===== config.mk =====
export PLATFORM = sky130hd
export DESIGN_NAME = otter_clk_step_ctrl
export DESIGN_NICKNAME = d
export VERILOG_FILES = /design/src/rtl/otter_clk_pkg.sv /design/src/rtl/otter_btn_debounce.sv /design/src/rtl/otter_clk_step_ctrl.sv
export SDC_FILE = /design/constraint.sdc
export NUM_CORES = 1
export LEC_CHECK = 0
export ABC_CLOCK_PERIOD_IN_PS = 2150
export BUFFER_PORTS_ARGS = -buffer_cell sky130_fd_sc_hd__buf_4
export CAP_MARGIN = 20
export CELL_PAD_IN_SITES_DETAIL_PLACEMENT = 2
export CELL_PAD_IN_SITES_GLOBAL_PLACEMENT = 2
export CORE_ASPECT_RATIO = 1.1
export CORE_MARGIN = 8
export CORE_UTILIZATION = 40
export CTS_CLUSTER_SIZE = 40
export DETAILED_ROUTE_END_ITERATION = 10
export GPL_ROUTABILITY_DRIVEN = 0
export PLACE_DENSITY = 0.77
export RECOVER_POWER = 25
export SETUP_SLACK_MARGIN = 0.2
export SYNTH_ARGS = -nofsm -noshare
export SYNTH_HDL_FRONTEND = slang
export SYNTH_SLANG_ARGS = --single-unit

===== constraint.sdc =====
create_clock -name CLK -period 2.15 [get_ports CLK]
set_clock_uncertainty 0.1 [all_clocks]
set_input_delay 0.215 -clock CLK [delete_from_list [all_inputs] [get_ports CLK]]
set_output_delay 0.215 -clock CLK [all_outputs]
set_load 0.01 [all_outputs]

===== src/rtl/otter_clk_pkg.sv =====
// Shared types and constants for the OTTER clock-enable step controller.
package otter_clk_pkg;

    typedef enum logic [1:0] {
        CLK_HALT = 2'd0,
        CLK_RUN  = 2'd1,
        CLK_STEP = 2'd2
    } clk_state_t;

    localparam int unsigned SYNC_STAGES = 2;

endpackage


===== src/rtl/otter_btn_debounce.sv =====
// Button synchroniser and debouncer; PRESS pulses for one cycle on each
// accepted rising edge of the debounced level.
module otter_btn_debounce
    import otter_clk_pkg::*;
#(
    parameter int unsigned DEBOUNCE_CYCLES = 1000000
) (
    input  logic CLK,
    input  logic RST_N,
    input  logic BTN,
    output logic PRESS
);

    localparam int unsigned       CNT_W    = (DEBOUNCE_CYCLES > 1) ? $clog2(DEBOUNCE_CYCLES) : 1;
    localparam logic [CNT_W-1:0]  CNT_LAST = CNT_W'(DEBOUNCE_CYCLES - 1);

    logic [SYNC_STAGES-1:0] sync_q, sync_d;
    logic [CNT_W-1:0]       cnt_q, cnt_d;
    logic                   level_q, level_d;
    logic                   press_q, press_d;
    logic                   btn_s;

    assign btn_s = sync_q[SYNC_STAGES-1];

    // Count consecutive mismatch cycles; any agreement restarts the count.
    always_comb begin
        sync_d  = {sync_q[SYNC_STAGES-2:0], BTN};
        cnt_d   = '0;
        level_d = level_q;
        if (btn_s != level_q) begin
            if (cnt_q == CNT_LAST) begin
                level_d = btn_s;
            end else begin
                cnt_d = cnt_q + 1'b1;
            end
        end
        press_d = level_d & ~level_q;
    end

    always_ff @(posedge CLK or negedge RST_N) begin
        if (!RST_N) begin
            sync_q  <= '0;
            cnt_q   <= '0;
            level_q <= 1'b0;
            press_q <= 1'b0;
        end else begin
            sync_q  <= sync_d;
            cnt_q   <= cnt_d;
            level_q <= level_d;
            press_q <= press_d;
        end
    end

    assign PRESS = press_q;

endmodule


===== src/rtl/otter_clk_step_ctrl.sv =====
// OTTER pipeline clock-enable generator: free-run at a divided rate, halt, and
// debounced single-step. Optional CE_COUNT under `OTTER_CLK_CE_COUNT_EN`.
module otter_clk_step_ctrl
    import otter_clk_pkg::*;
#(
    parameter int unsigned DIV_MAX         = 200000,
    parameter int unsigned DEBOUNCE_CYCLES = 1000000
) (
    input  logic        CLK,
    input  logic        RST_N,
    input  logic        SW_RUN,
    input  logic        BTN_STEP,
    input  logic        HALT_REQ,
    output logic        CPU_CE,
    output logic        HALTED
`ifdef OTTER_CLK_CE_COUNT_EN
    ,
    output logic [31:0] CE_COUNT
`endif
);

    localparam int unsigned      DIV_W    = (DIV_MAX > 1) ? $clog2(DIV_MAX) : 1;
    localparam logic [DIV_W-1:0] DIV_LAST = DIV_W'(DIV_MAX - 1);

    logic [SYNC_STAGES-1:0] run_sync_q, run_sync_d;
    logic [DIV_W-1:0]       div_q, div_d;
    clk_state_t             state_q, state_d;
    logic                   ce_q, ce_d;
    logic                   run_s;
    logic                   tick;
    logic                   step_req;

    otter_btn_debounce #(
        .DEBOUNCE_CYCLES(DEBOUNCE_CYCLES)
    ) u_step_btn (
        .CLK  (CLK),
        .RST_N(RST_N),
        .BTN  (BTN_STEP),
        .PRESS(step_req)
    );

    assign run_s = run_sync_q[SYNC_STAGES-1];
    assign tick  = (div_q == DIV_LAST);

    // Divider free-runs regardless of FSM state.
    always_comb begin
        run_sync_d = {run_sync_q[SYNC_STAGES-2:0], SW_RUN};
        div_d      = tick ? '0 : div_q + 1'b1;
    end

    always_comb begin
        state_d = state_q;
        case (state_q)
            CLK_HALT: begin
                if (run_s && !HALT_REQ) begin
                    state_d = CLK_RUN;
                end else if (step_req) begin
                    state_d = CLK_STEP;
                end
            end
            CLK_RUN:  if (HALT_REQ || !run_s) state_d = CLK_HALT;
            CLK_STEP: if (tick) state_d = CLK_HALT;
            default:  state_d = CLK_HALT;
        endcase
    end

    // Halt in RUN wins over a coincident tick.
    always_comb begin
        ce_d = 1'b0;
        case (state_q)
            CLK_RUN:  ce_d = tick && !HALT_REQ && run_s;
            CLK_STEP: ce_d = tick;
            default:  ce_d = 1'b0;
        endcase
    end

    always_ff @(posedge CLK or negedge RST_N) begin
        if (!RST_N) begin
            run_sync_q <= '0;
            div_q      <= '0;
            state_q    <= CLK_HALT;
            ce_q       <= 1'b0;
        end else begin
            run_sync_q <= run_sync_d;
            div_q      <= div_d;
            state_q    <= state_d;
            ce_q       <= ce_d;
        end
    end

    assign CPU_CE = ce_q;
    assign HALTED = (state_q == CLK_HALT);

`ifdef OTTER_CLK_CE_COUNT_EN
    logic [31:0] ce_count_q, ce_count_d;

    always_comb begin
        ce_count_d = ce_q ? ce_count_q + 32'd1 : ce_count_q;
    end

    always_ff @(posedge CLK or negedge RST_N) begin
        if (!RST_N) begin
            ce_count_q <= '0;
        end else begin
            ce_count_q <= ce_count_d;
        end
    end

    assign CE_COUNT = ce_count_q;
`endif

endmodule


* Yosys cells after proc, flatten, opt, wreduce, memory -nomap -nowiden
Index checks and enable logic that the tools add are counted.
** Storage, ports and cells
- Input port bits :: 5
- Memories :: 0
- Register bits :: 47
- Memory bits (writable) :: 0
- Memory bits (read-only) :: 0
- Word-level logic and storage cells :: 39
- Output and inout port bits :: 2
- Latch bits :: 0
** Operators by class
- Multipliers :: 0
- Mux-type cells :: 11
- Eq/ne operators :: 8
- Bitwise gates (word level) :: 2
- Div/mod/pow operators :: 0
- $lt $le $gt $ge :: 0
- Shift-type cells :: 0
- Add/sub/neg operators :: 2
- Reduce and logical (&&, ||, !) cells :: 8
** Operators with widths (number)
- $mux 20 :: 2
- $add 20x1->20 const B :: 1
- $eq 20x20->1 const B :: 1
- $add 18x1->18 const B :: 1
- $eq 18x18->1 const B :: 1
- $mux 18 :: 1
- $mux 2 :: 4
- $pmux 2 s3 :: 1
- $ne 2x2->1 const B :: 2
- $logic_and 1x1->1 :: 3
- $ne 3x1->1 const B :: 1
- $reduce_and 3->1 :: 1
- $eq 2x1->1 const B :: 1
- $eq 2x2->1 const B :: 1
- $logic_not 1->1 :: 2
- $logic_not 2->1 :: 1
- $mux 1 :: 2
- $pmux 1 s2 :: 1
- $and 1x1->1 :: 1
- $logic_or 1x1->1 :: 1
- $ne 1x1->1 :: 1
- $not 1->1 :: 1

* Logic depth before layout (Yosys ltp)
Gate-level depths: netlist (run 1).
- Depth after elaboration :: 4
- Gate-level depth with buffers :: 6
- Mapped depth without buffers :: 6

* By module
From an unflattened synthesis (run 1), not the netlist that was laid out.
** Second synthesis, totals
- Cells, all modules :: 225
- Area total of the unflattened synthesis :: 2333.5 um^2
** Modules (own cells, without submodules)
- otter_clk_step_ctrl :: area each 1197.4 um^2, cells an instance 109, sequential area each 575.6 um^2, times used 1
- otter_btn_debounce :: area each 1136.1 um^2, cells an instance 116, sequential area each 600.6 um^2, times used 1

* Worst setup path after synthesis (run 1)
Ideal clock, no wire load.
- Path kind :: reg2reg
- Start :: register div_q[0]
- End :: register div_q[16]
- Period minus slack after synthesis :: 1.906 ns
- Arrival :: 1.728 ns
- Buffers on the path :: 0
- Library setup time :: 0.078 ns
- Data required time :: 1.972 ns
- Path slack :: 0.244 ns
- Cell stages (with the launch flop) :: 6
- Path through :: dfrtp_1 ha_1 nand4_2 or4_4 or3_1 a21oi_1
** Between the ends
- Cells in the longest elaborated chain, start to end :: 2
- Elaborated cells on any way between the ends :: 3
- Those cells by class :: add/sub: 1; eq/ne: 1; mux: 1
** Ends and longest elaborated chain
- start: declaration :: RTL line otter_clk_step_ctrl.sv:26 : logic [DIV_W-1:0] div_q, div_d;
- start signal: assignment :: RTL line otter_clk_step_ctrl.sv:85 : div_q <= div_d;
- $add 18x1->18 or $eq 18x18->1 (tied branches) :: RTL line otter_clk_step_ctrl.sv:48, otter_clk_step_ctrl.sv:43
- $mux 18 * :: RTL line otter_clk_step_ctrl.sv:48 : div_d = tick ? '0 : div_q + 1'b1;
- via div_d[16] :: RTL line otter_clk_step_ctrl.sv:26
The timed path passes the listed nets; every way through them passes the cells marked *.
A chain may end at the register's enable or synchronous reset.

* Final worst setup path (run 1)
- Start :: register u_step_btn.cnt_q[10]
- End :: register u_step_btn.level_q
** Between the ends
- Cells in the longest elaborated chain, start to end :: 3
** Ends and longest elaborated chain
- start: declaration :: RTL line otter_btn_debounce.sv:18 : logic [CNT_W-1:0] cnt_q, cnt_d;
- start signal: assignment :: RTL line otter_btn_debounce.sv:48 : cnt_q <= cnt_d;
- $eq 20x20->1 :: RTL line otter_btn_debounce.sv:31 : if (cnt_q == CNT_LAST) begin
- $mux 1 :: RTL line otter_btn_debounce.sv:31
- $mux 1 :: RTL line otter_btn_debounce.sv:30 : if (btn_s != level_q) begin
- via u_step_btn.level_d :: RTL line otter_btn_debounce.sv:19 : logic level_q, level_d;
- end signal: assignment :: RTL line otter_btn_debounce.sv:49 : level_q <= level_d;
- end: declaration :: RTL line otter_btn_debounce.sv:19
The timed path passes the listed nets, and every way through them passes these cells.

==> Flow_metrics.wiki, run 1 <==
{| class="wikitable"
! Metric !! Value
|-
| Power density normalized to cell area || ~600 nW/um^2
|-
| Register clock-pin slew on the reported worst setup and hold paths || ~100 ps
|-
| Starting DRT DRC Count || between 40 and 50
|-
| Total area of multi-input combinational cells || 1130 sq um
|-
| Count of unique library cells instantiated by Yosys || 43
|-
| Clock latency on the worst-skew pair || around 310 ps
|-
| Class of the tightest hold or removal check || flop to flop
|-
| Final worst path period share || 0.941
|-
| Final antenna diode count || 0
|-
| Count of buffers from port buffering || 6
|-
| Die X-Extent || 88.5 um
|-
| Share of the yosys chip area belonging to registers || 0.509
|-
| Number of global-route vias before repair || slightly below 2000
|-
| TritonCTS Sinks || 47
|-
| CTS HTree Levels || 2
|-
| Worst Reg-to-Reg Cells || 4
|-
| Max-slew violation total from the final report || 0
|-
| Outcome || complete, no violations
|-
| Unrepaired setup endpoints after global routing || true
|-
| Inserted Clock Buffers || 5
|-
| Tmin final || 2020 ps
|-
| Top-Level Pins || 7
|-
| Final WL || 5970 um
|-
| Hold Path Stages || 0
|-
| CORE AREA || 5660 sq um
|-
| Cell type with the largest total area after synthesis || dfrtp_1
|-
| Number of nets at the end of the flow || 262
|-
| Commonest cells post-synth || dfrtp_1 (47), nor2_1 (24), nand3_1 (15)
|-
| Average via count per standard cell || 5.45
|-
| CP Class || flop to flop
|-
| Most frequently used cell type in the post-synthesis netlist || dfrtp_1
|-
| Arithmetic-cell share of the synthesized area counting full adders, half adders and majority gates || 0.0271
|-
| Area fraction in compound gates after synthesis || 0.0622
|-
| Detail-routed net length per standard cell || 18.1 um
|-
| Kind of end point of the critical path || flop
|-
| Synthesized area || roughly 2300 sq um
|-
| Initial antenna violation count || 0
|-
| Slew margin rel. || 0.213
|-
| Worst IR Drop VDD || approximately 0.35 mV
|-
| Filler cells || around 610
|-
| Maximum buffer depth of the clock tree || 2
|-
| Std-Cell Rows || 29
|-
| Maximum number of pins on one net before global-route repair || between 40 and 50
|-
| Overflow left after global routing || 0
|-
| Maximum clock frequency || a little under 500 MHz
|-
| Final Cell Area || between 2000 and 3000 sq um
|-
| Area of the die || around 8500 sq um
|-
| Mean Syn Cell Area || roughly 10 sq um
|-
| Syn Inst Count || 223
|-
| Synthesis warning total || 0
|-
| Remaining antenna violation count after routing || 0
|-
| Growth of design area from synthesis to finish || 19.0%
|-
| Standby leakage power || 1.17 nW
|-
| First-pass GRT wire length || ~9500 um
|-
| Slew at the pin with the worst max-slew slack || 1180 ps
|-
| Reg area || between 1000 and 1500 sq um
|-
| Combinational family with the most area after synthesis || simple AND/OR/NAND/NOR gates
|-
| Post-synth net total || roughly 230
|-
| First-pass iteration count of the detailed router || 3
|-
| Number of enable-type register cells in the synthesized netlist || 0
|-
| Total placed instance area || approximately 2500 sq um
|-
| Critical Path AT || 2120 ps
|-
| Fraction of post-synthesis cell area in the top cell type by area || 0.509
|-
| Total negative slack for setup checks || 0 ps
|-
| Share of final-layout standard cells stronger than drive strength 1 || 0.202
|-
| DRC violation count after routing || 0
|-
| Die Y-Extent || approximately 96 um
|-
| Count of max-cap constraint violations || 0
|-
| CP max FO || 3
|-
| Final hold violation count || 0
|-
| Data required time at the worst endpoint || 2240 ps
|-
| Multiplexer area fraction after synthesis || 0.00920
|-
| Clock root buffer || clkbuf_8
|-
| Placed wire-length estimate || slightly below 4000 um
|-
| Clock tree from TritonCTS || yes
|-
| Final setup violation count || 0
|-
| Synth area leaders || dfrtp_1 (51%), xnor2_1 (5.3%), xor2_1 (4.5%), nor2_1 (3.9%), nand3_1 (3.2%)
|-
| Routed vias || between 1500 and 2000
|-
| Global router's overall resource usage || 0.144
|-
| Starting utilization of the core area || 0.408
|-
| Flop and latch count out of synthesis || between 40 and 50
|-
| Startpoint type of the worst setup path || flop
|-
| Ys async rst share || 1.00
|-
| Synth Area in XOR/XNOR || 0.0985
|-
| Final core utilization || 0.486
|-
| Most used flip-flop cell after synthesis || dfrtp_1
|-
| Simple-gate area share of the yosys netlist || 0.266
|}
[registers in the layout, indices dropped and copies added (netlist names)]
name,count
u_step_btn.level_q,1
u_step_btn.PRESS,1
div_q,18
CPU_CE,1
state_q,2
u_step_btn.sync_q,2
u_step_btn.cnt_q,20
run_sync_q,2
[path summary, 6_finish.rpt]
path                                 startpoint                    to  slack, ps
max in group asynchronous                 RST_N   u_step_btn.cnt_q[0]        580
setup / recovery           u_step_btn.cnt_q[10]    u_step_btn.level_q        130
min in group asynchronous                 RST_N             div_q[11]        580
setup reg to reg           u_step_btn.cnt_q[10]    u_step_btn.level_q        130
hold / removal             u_step_btn.sync_q[0]  u_step_btn.sync_q[1]        260
hold reg to reg            u_step_btn.sync_q[0]  u_step_btn.sync_q[1]        260
[worst max-delay path, stage by stage, from the launching register on]
cell	delay [ps]
dfrtp_1	410
or4b_4	580
nor4_4	370
nand2_1	150
mux2_2	300
[placed cells by master (no fill, tap or decap), types with 3 or more instances in the layout]
master	n
a21oi_1	9
and3_1	5
and4_1	3
buf_4	19
clkbuf_8	6
dfrtp_1	45
dlygate4sd3_1	3
ha_1	3
inv_1	9
nand2_1	12
nand3_1	15
nand4_1	8
nor2_1	23
nor3_1	7
nor4_1	3
o21ai_0	6
o31ai_1	4
or4_1	5
xnor2_1	14
xor2_1	12
[metal layers]
layer  up-vias  routed length, um  track usage  share of wire
met5         -                  0            0              0
met4         0                159       0.0508          0.027
met3        15                135       0.0273          0.023
met2        15               3120        0.256           0.52
met1       918               2550        0.170           0.43
li1        850                  -            -              -
[through the flow]
step | hold WS, ps | cells | total power (W) | setup WS (ps)
after floorplan | -181 | 223 | 0.00100 | 244
after global placement | 161 | 312 | 0.00106 | 230
after detailed placement | 167 | 312 | 0.00107 | 182
after CTS | 253 | 326 | 0.00166 | 202
after global routing | 258 | 330 | 0.00172 | 62.8
final | 259 | 330 | 0.00164 | 127
[power by group]
| group | internal, W | leakage, nW | switching, W |
|---|---|---|---|
| clock network | 0.000263 | 0.0474 | 0.000324 |
| logic | 0.0000621 | 0.497 | 0.0000762 |
| registers | 0.000899 | 0.626 | 0.0000200 |
[final cells by class]
class	count	area share
timing repair buffer	26	0.0773
inverter	9	0.0123
multi-input combinational	163	0.411
sequential	47	0.428
clock inverter	2	0.00591
tap	77	0.0350
clock buffer	6	0.0300
[cell families (layout without fill, tap and decap cells)]
| logic type | count (synthesis) | count (layout) |
|---|---|---|
| muxes | 2 | 2 |
| DFF | 47 | 47 |
| buffers and inverters | 13 | 43 |
| adders and majority gates | 5 | 5 |
| and+or+nand+nor | 106 | 106 |
| xor gates and xnor gates | 26 | 26 |
| AOI/OAI and AO/OA | 24 | 24 |
[what timing repair did]
action / 4_1_cts / 5_1_grt
resized for setup: 4 / 9
pin swaps: 2 / 9
endpoints found under the setup margin: 21 / 29
endpoints found under the hold margin: 49 / 0
buffers inserted: 3 / 4
hold buffers: 3 / 0
Power figures use the tool's default switching activity.
==> inputs of run 2 (changes only) <==
--- a/config.mk
+++ b/config.mk
@@ -11,14 +11,13 @@
 export CELL_PAD_IN_SITES_DETAIL_PLACEMENT = 2
 export CELL_PAD_IN_SITES_GLOBAL_PLACEMENT = 2
 export CORE_ASPECT_RATIO = 1.1
-export CORE_MARGIN = 8
+export CORE_MARGIN = 2
 export CORE_UTILIZATION = 40
 export CTS_CLUSTER_SIZE = 40
 export DETAILED_ROUTE_END_ITERATION = 10
 export GPL_ROUTABILITY_DRIVEN = 0
 export PLACE_DENSITY = 0.77
 export RECOVER_POWER = 25
-export SETUP_SLACK_MARGIN = 0.2
 export SYNTH_ARGS = -nofsm -noshare
 export SYNTH_HDL_FRONTEND = slang
 export SYNTH_SLANG_ARGS = --single-unit
==> Flow_metrics.wiki, run 2 (synthesized netlist as in run 1, its figures left out) <==
{| class="wikitable"
! Metric !! Value
|-
| Global router's overall resource usage || 0.195 (was 0.144)
|-
| Class of the tightest hold or removal check || flop to flop (unchanged)
|-
| Most common cell after layout, fill and taps aside || dfrtp_1 (unchanged)
|-
| Final Non-Filler Cells || 322 (was 330)
|-
| Slew at the pin with the worst max-slew slack || 1170 ps (was 1180 ps)
|-
| Number of buffer and inverter stages on the critical path || 0 (unchanged)
|-
| Number of nets at the end of the flow || 255 (was 262)
|-
| Maximum number of pins on one net before global-route repair || 48 (unchanged)
|-
| Leading cell types in the layout, fill and taps excluded || dfrtp_1 (47), nor2_1 (24), nand3_1 (15), xnor2_1 (14) (was dfrtp_1 (45), nor2_1 (23), buf_4 (19), nand3_1 (15), xnor2_1 (14))
|-
| Final setup violation count || 0 (unchanged)
|-
| Family with the most delay on the worst path || simple AND/OR/NAND/NOR gates (unchanged)
|-
| Count of max-cap constraint violations || 0 (unchanged)
|-
| Worst IR Drop VDD || 0.337 mV (was 0.351 mV)
|-
| Register name with the most flops || u_step_btn.cnt_q (unchanged)
|-
| Std-Cell Rows || 29 (unchanged)
|-
| Data required time at the worst endpoint || 2280 ps (was 2240 ps)
|-
| Filler cells || 614 (was 607)
|-
| TritonCTS Sinks || 47 (unchanged)
|-
| First-pass iteration count of the detailed router || 2 (was 3)
|-
| Die X-Extent || 76.5 um (was 88.5 um)
|-
| Placed instance count || 312 (unchanged)
|-
| Tmin final || 2030 ps (was 2020 ps)
|-
| Startpoint type of the worst setup path || flop (unchanged)
|-
| Slowest library cell on the worst path || or4b_1 (was or4b_4)
|-
| Outcome || complete, no violations (unchanged)
|-
| Maximum buffer depth of the clock tree || 2 (unchanged)
|-
| Kind of end point of the critical path || flop (unchanged)
|-
| Final hold violation count || 0 (unchanged)
|-
| Share of final-layout standard cells stronger than drive strength 1 || 0.139 (was 0.202)
|-
| Slew margin rel. || 0.220 (was 0.213)
|-
| Clock tree from TritonCTS || yes (unchanged)
|-
| Initial antenna violation count || 0 (unchanged)
|-
| Critical Path AT || 2160 ps (was 2120 ps)
|-
| Starting utilization of the core area || 0.408 (unchanged)
|-
| Detail-routed net length per standard cell || 17.4 um (was 18.1 um)
|-
| Worst hold-check slack || 243 ps (was 259 ps)
|-
| Register clock-pin slew on the reported worst setup and hold paths || 90 ps (was 100 ps)
|-
| Clock latency on the worst-skew pair || 300 ps (was 310 ps)
|-
| Max-slew violation total from the final report || 0 (unchanged)
|-
| Final worst path period share || 0.942 (was 0.941)
|-
| CP startpoint || u_step_btn.cnt_q[0] (was u_step_btn.cnt_q[10])
|-
| Critical hold path startpoint || run_sync_q[0] (was u_step_btn.sync_q[0])
|-
| Inserted Clock Buffers || 5 (unchanged)
|-
| Number of flip-flops under the largest register name || 20 (unchanged)
|-
| Overflow left after global routing || 0 (unchanged)
|-
| DRC violation count after routing || 0 (unchanged)
|-
| Regs by FF count || u_step_btn.cnt_q x20, div_q x18 (unchanged)
|-
| Clock root buffer || clkbuf_8 (unchanged)
|-
| Number of global-route vias before repair || 1959 (was 1934)
|-
| CTS HTree Levels || 2 (unchanged)
|-
| CORE AREA || 5660 sq um (unchanged)
|-
| Average via count per standard cell || 5.42 (was 5.45)
|-
| Placement-stage worst setup slack || 137 ps (was 182 ps)
|-
| Placed wire-length estimate || 3990 um (was 3870 um)
|-
| Die Y-Extent || 83.7 um (was 95.7 um)
|-
| Routed vias || 1744 (was 1798)
|-
| First-pass GRT wire length || 9800 um (was 9490 um)
|-
| Unrepaired setup endpoints after global routing || false (was true)
|-
| Count of buffers from port buffering || 6 (unchanged)
|-
| Remaining antenna violation count after routing || 0 (unchanged)
|-
| Area of the die || 6410 sq um (was 8470 sq um)
|-
| Worst-path cell chain || ha_1, nand2_1, or2_1, or4b_1, a21oi_1 (was or4b_4, nor4_4, nand2_1, mux2_2)
|-
| Delay of the slowest critical-path stage || 520 ps (was 580 ps)
|-
| Maximum clock frequency || 494 MHz (about the same)
|-
| CP max FO || 6 (was 3)
|-
| Standby leakage power || 1.12 nW (was 1.17 nW)
|-
| Starting DRT DRC Count || 68 (was 48)
|-
| Final WL || 5610 um (was 5970 um)
|-
| Final Worst Setup Slack || 124 ps (was 127 ps)
|-
| Growth of design area from synthesis to finish || 13.5% (was 19.0%)
|-
| Top-Level Pins || 7 (unchanged)
|-
| Setup fix buffers added after clock tree synthesis || 0 (was 3)
|-
| Total negative slack for setup checks || 0 ps (unchanged)
|-
| Final antenna diode count || 0 (unchanged)
|-
| Source of the worst register-to-register timing path || u_step_btn.cnt_q[0] (was u_step_btn.cnt_q[10])
|-
| Power density normalized to cell area || 606 nW/um^2 (was 598 nW/um^2)
|-
| CP Class || flop to flop (unchanged)
|}
[run 2: changes by cell type in the layout (fill, tap and decap cells not counted), moves of 2 or more]
cell,before,now
dfrtp_1,45,47
ha_1,3,5
buf_4,19,12
dfrtp_2,2,0
[run 2: routing by layer]
layer / GRT usage / wire, um / vias to the layer above
met5: 0 / 0 / -
met4: 0.0694 / 97 / 0
met3: 0.0379 / 99 / 9
met2: 0.354 / 3000 / 10
met1: 0.228 / 2410 / 890
li1: - / - / 835
[run 2: report_power, final]
part | internal (W) | switching (W)
clock | 0.000253 | 0.000292
combinational | 0.0000576 | 0.0000727
sequential | 0.000899 | 0.0000173
total | 0.00121 | 0.000382
[run 2: layout make-up]
class                   instances  area (sq um)  area share
clock buffers                   6          82.6      0.0315
clock inverters                 1          5.00     0.00191
inverters                       9          33.8      0.0129
multi-input cells             163          1070       0.408
flip-flops and latches         47          1180       0.448
well taps                      77          96.3      0.0367
repair buffers                 19           160      0.0610
[run 2: worst reg2reg max path, cell delays in order, from the launching register on]
cell and delay, ps:
dfrtp_1 450, ha_1 290, nand2_1 120, or2_1 290
or4b_1 520, a21oi_1 180
[run 2: stage by stage]
step           utilization  total power, W  cell area, sq um
2_1_floorplan            -         0.00100              2310
3_3_place_gp         0.443         0.00106              2510
3_5_place_dp         0.443         0.00107              2510
4_1_cts              0.464         0.00163              2630
5_1_grt              0.464         0.00168              2630
6_report             0.464         0.00159              2630
[run 2: what timing repair did]
item,CTS,global route
hold buffers,3,0
gates resized for setup,0,0
endpoints found under the hold margin,49,0
[run 2: worst paths after layout]
check | depth (start not counted) | slack, ps | endpoint
worst min-delay path | 0 | 240 | run_sync_q[1]
max in group asynchronous | 2 | 650 | u_step_btn.cnt_q[9]
worst max register to register | 5 | 120 | u_step_btn.cnt_q[14]
worst min register to register | 0 | 240 | run_sync_q[1]
worst max-delay path | 5 | 120 | u_step_btn.cnt_q[14]
min in group asynchronous | 2 | 580 | div_q[11]
==> inputs of run 3 (changes only) <==
--- a/config.mk
+++ b/config.mk
@@ -5,7 +5,6 @@
 export SDC_FILE = /design/constraint.sdc
 export NUM_CORES = 1
 export LEC_CHECK = 0
-export ABC_CLOCK_PERIOD_IN_PS = 2150
 export BUFFER_PORTS_ARGS = -buffer_cell sky130_fd_sc_hd__buf_4
 export CAP_MARGIN = 20
 export CELL_PAD_IN_SITES_DETAIL_PLACEMENT = 2
@@ -16,7 +15,7 @@
 export CTS_CLUSTER_SIZE = 40
 export DETAILED_ROUTE_END_ITERATION = 10
 export GPL_ROUTABILITY_DRIVEN = 0
-export PLACE_DENSITY = 0.77
+export PLACE_DENSITY = 0.88
 export RECOVER_POWER = 25
 export SYNTH_ARGS = -nofsm -noshare
 export SYNTH_HDL_FRONTEND = slang
==> constraint.sdc (replaced) <==
create_clock -name CLK -period 2.15 [get_ports CLK]
set_clock_uncertainty 0.1 [all_clocks]
set_input_delay 0.1075 -clock CLK [delete_from_list [all_inputs] [get_ports CLK]]
set_output_delay 0.1075 -clock CLK [all_outputs]
set_load 0.01 [all_outputs]
==> Flow_metrics.wiki, run 3 (synthesized netlist as in run 1, its figures left out) <==
{| class="wikitable"
! Metric !! Value
|-
| Std-Cell Rows || 29 (unchanged)
|-
| Area of the die || 6410 sq um (unchanged)
|-
| Worst-path cell chain || ha_2, nand4_2, or4_4, or3_1, a21oi_1 (was ha_1, nand2_1, or2_1, or4b_1, a21oi_1)
|-
| Regs by FF count || u_step_btn.cnt_q x20, div_q x18 (unchanged)
|-
| Final Non-Filler Cells || 321 (was 322)
|-
| Detail-routed net length per standard cell || 19.3 um (was 17.4 um)
|-
| Class of the tightest hold or removal check || primary input to flop (was flop to flop)
|-
| Starting utilization of the core area || 0.408 (unchanged)
|-
| Leading cell types in the layout, fill and taps excluded || dfrtp_1 (45), nor2_1 (24), nand3_1 (15), xnor2_1 (14), xor2_1 (12) (was dfrtp_1 (47), nor2_1 (24), nand3_1 (15), xnor2_1 (14))
|-
| Average via count per standard cell || 5.73 (was 5.42)
|-
| Maximum buffer depth of the clock tree || 2 (unchanged)
|-
| Starting DRT DRC Count || 66 (was 68)
|-
| Placement-stage worst setup slack || 91.7 ps (was 137 ps)
|-
| Worst reg-to-reg setup slack || 80 ps (was 120 ps)
|-
| Inserted Clock Buffers || 5 (unchanged)
|-
| Tmin final || 2070 ps (was 2030 ps)
|-
| DRC violation count after routing || 0 (unchanged)
|-
| Number of global-route vias before repair || 2074 (was 1959)
|-
| Clock root buffer || clkbuf_8 (unchanged)
|-
| Critical hold path startpoint || HALT_REQ (was run_sync_q[0])
|-
| Remaining antenna violation count after routing || 0 (unchanged)
|-
| Final Cell Area || 2670 sq um (was 2630 sq um)
|-
| Total negative slack for setup checks || 0 ps (unchanged)
|-
| Proportion of power drawn by combinational gates || 0.071 (was 0.082)
|-
| Placed instance count || 308 (was 312)
|-
| Final setup violation count || 0 (unchanged)
|-
| Final antenna diode count || 0 (unchanged)
|-
| Total placed instance area || 2470 sq um (was 2510 sq um)
|-
| Number of buffer and inverter stages on the critical path || 0 (unchanged)
|-
| Register name with the most flops || u_step_btn.cnt_q (unchanged)
|-
| Placed wire-length estimate || 3980 um (was 3990 um)
|-
| Final worst path period share || 0.963 (was 0.942)
|-
| Part of the total power dissipated in the clock network || 0.428 (was 0.342)
|-
| Clock latency on the worst-skew pair || 310 ps (was 300 ps)
|-
| Count of max-cap constraint violations || 0 (unchanged)
|-
| Share of final-layout standard cells stronger than drive strength 1 || 0.160 (was 0.139)
|-
| Power dissipated by switching net loads || 0.000413 W (was 0.000382 W)
|-
| Initial antenna violation count || 0 (unchanged)
|-
| Startpoint type of the worst setup path || flop (unchanged)
|-
| First-pass iteration count of the detailed router || 4 (was 2)
|-
| First-pass GRT wire length || 10500 um (was 9800 um)
|-
| Final WL || 6180 um (was 5610 um)
|-
| Die X-Extent || 76.5 um (unchanged)
|-
| Die Y-Extent || 83.7 um (unchanged)
|-
| Register clock-pin slew on the reported worst setup and hold paths || 100 ps (was 90 ps)
|-
| Kind of end point of the critical path || flop (unchanged)
|-
| Slew margin rel. || 0.219 (was 0.220)
|-
| Data required time at the worst endpoint || 2290 ps (was 2280 ps)
|-
| Final hold violation count || 0 (unchanged)
|-
| Routed vias || 1839 (was 1744)
|-
| Most common cell after layout, fill and taps aside || dfrtp_1 (unchanged)
|-
| Capturing point of the worst reg2reg path || div_q[16] (was u_step_btn.cnt_q[14])
|-
| Reg area || 1180 sq um (about the same)
|-
| Slew at the pin with the worst max-slew slack || 1170 ps (about the same)
|-
| Overflow left after global routing || 0 (unchanged)
|-
| Count of buffers from port buffering || 6 (unchanged)
|-
| Growth of design area from synthesis to finish || 15.6% (was 13.5%)
|-
| Worst IR Drop VDD || 0.272 mV (was 0.337 mV)
|-
| Total area of multi-input combinational cells || 1090 sq um (was 1070 sq um)
|-
| CP max FO || 4 (was 6)
|-
| CTS HTree Levels || 2 (unchanged)
|-
| Maximum clock frequency || 483 MHz (was 494 MHz)
|-
| Top-Level Pins || 7 (unchanged)
|-
| Final core utilization || 0.472 (was 0.464)
|-
| Power density normalized to cell area || 686 nW/um^2 (was 606 nW/um^2)
|-
| Clock tree from TritonCTS || yes (unchanged)
|-
| Family with the most delay on the worst path || simple AND/OR/NAND/NOR gates (unchanged)
|-
| Slowest library cell on the worst path || or4_4 (was or4b_1)
|-
| Worst Reg-to-Reg Cells || 5 (unchanged)
|-
| Filler cells || 607 (was 614)
|-
| CP Class || flop to flop (unchanged)
|-
| Final Worst Setup Slack || 79.4 ps (was 124 ps)
|-
| Global router's overall resource usage || 0.206 (was 0.195)
|-
| Number of nets at the end of the flow || 253 (was 255)
|-
| Part of the power in registers || 0.502 (was 0.576)
|-
| Number of flip-flops under the largest register name || 20 (unchanged)
|-
| Maximum number of pins on one net before global-route repair || 48 (unchanged)
|-
| Outcome || complete, no violations (unchanged)
|-
| CORE AREA || 5660 sq um (unchanged)
|-
| TritonCTS Sinks || 47 (unchanged)
|-
| Source of the worst register-to-register timing path || div_q[0] (was u_step_btn.cnt_q[0])
|-
| Internal Dissipation || 0.00142 W (was 0.00121 W)
|-
| Max-slew violation total from the final report || 0 (unchanged)
|-
| Hold Path Stages || 4 (was 0)
|-
| Delay of the slowest critical-path stage || 570 ps (was 520 ps)
|-
| Standby leakage power || 1.12 nW (about the same)
|-
| Hold worst-path end || CPU_CE (was run_sync_q[1])
|-
| Switching part of the total power || 0.225 (was 0.240)
|-
| Critical Path AT || 2210 ps (was 2160 ps)
|}
==> run 3: how the worst max path moves through the flow <==
stage                                    start                   end  depth (start not counted)
after floorplan                       div_q[0]             div_q[16]                          5
after global placement                div_q[0]             div_q[16]                          5
after detailed placement              div_q[0]             div_q[16]                          5
after CTS                 u_step_btn.cnt_q[10]  u_step_btn.cnt_q[14]                          5
after global routing      u_step_btn.cnt_q[10]   u_step_btn.cnt_q[5]                          5
final                                 div_q[0]             div_q[16]                          5
==> run 3: metal layers <==
metal  part of all wire  global-route usage  vias up
met2               0.55               0.374       19
met5                  0                   0        -
met4              0.016              0.0612        0
met3              0.016              0.0357       13
li1                   -                   -      836
met1               0.42               0.248      971
==> run 3: timing repair <==
item,CTS,global route
hold buffers,3,0
hold endpoints to repair,49,0
gates resized for setup,0,8
buffers inserted,0,2
setup endpoints to repair,0,23
==> run 3: cell type report <==
class                      count  area share
multi-input combinational    163       0.410
clock inverter                 3      0.0253
inverter                       9      0.0126
clock buffer                   5      0.0257
tap                           77      0.0360
sequential                    47       0.441
timing repair buffer          17      0.0496
==> run 3: stage by stage <==
stage	power (W)	hold WS (ps)
global route	0.00191	266
CTS	0.00185	240
finish	0.00183	228
floorplan	0.00100	-288
detailed placement	0.00106	57.6
global placement	0.00106	53.2
==> run 3: power by group through the flow <==
stage                     Clock [W]  Combinational [W]  Sequential (W)
after global routing       0.000838           0.000150        0.000923
after global placement            0           0.000123        0.000933
after floorplan                   0          0.0000750        0.000929
after detailed placement          0           0.000127        0.000936
after CTS                  0.000802           0.000134        0.000919
final                      0.000784           0.000130        0.000920
==> run 3: tightest hold or removal path, cell delays in order <==
cell and delay (ps):
buf_4 80, and3b_1 170, o21ai_0 190, nor3_1 50
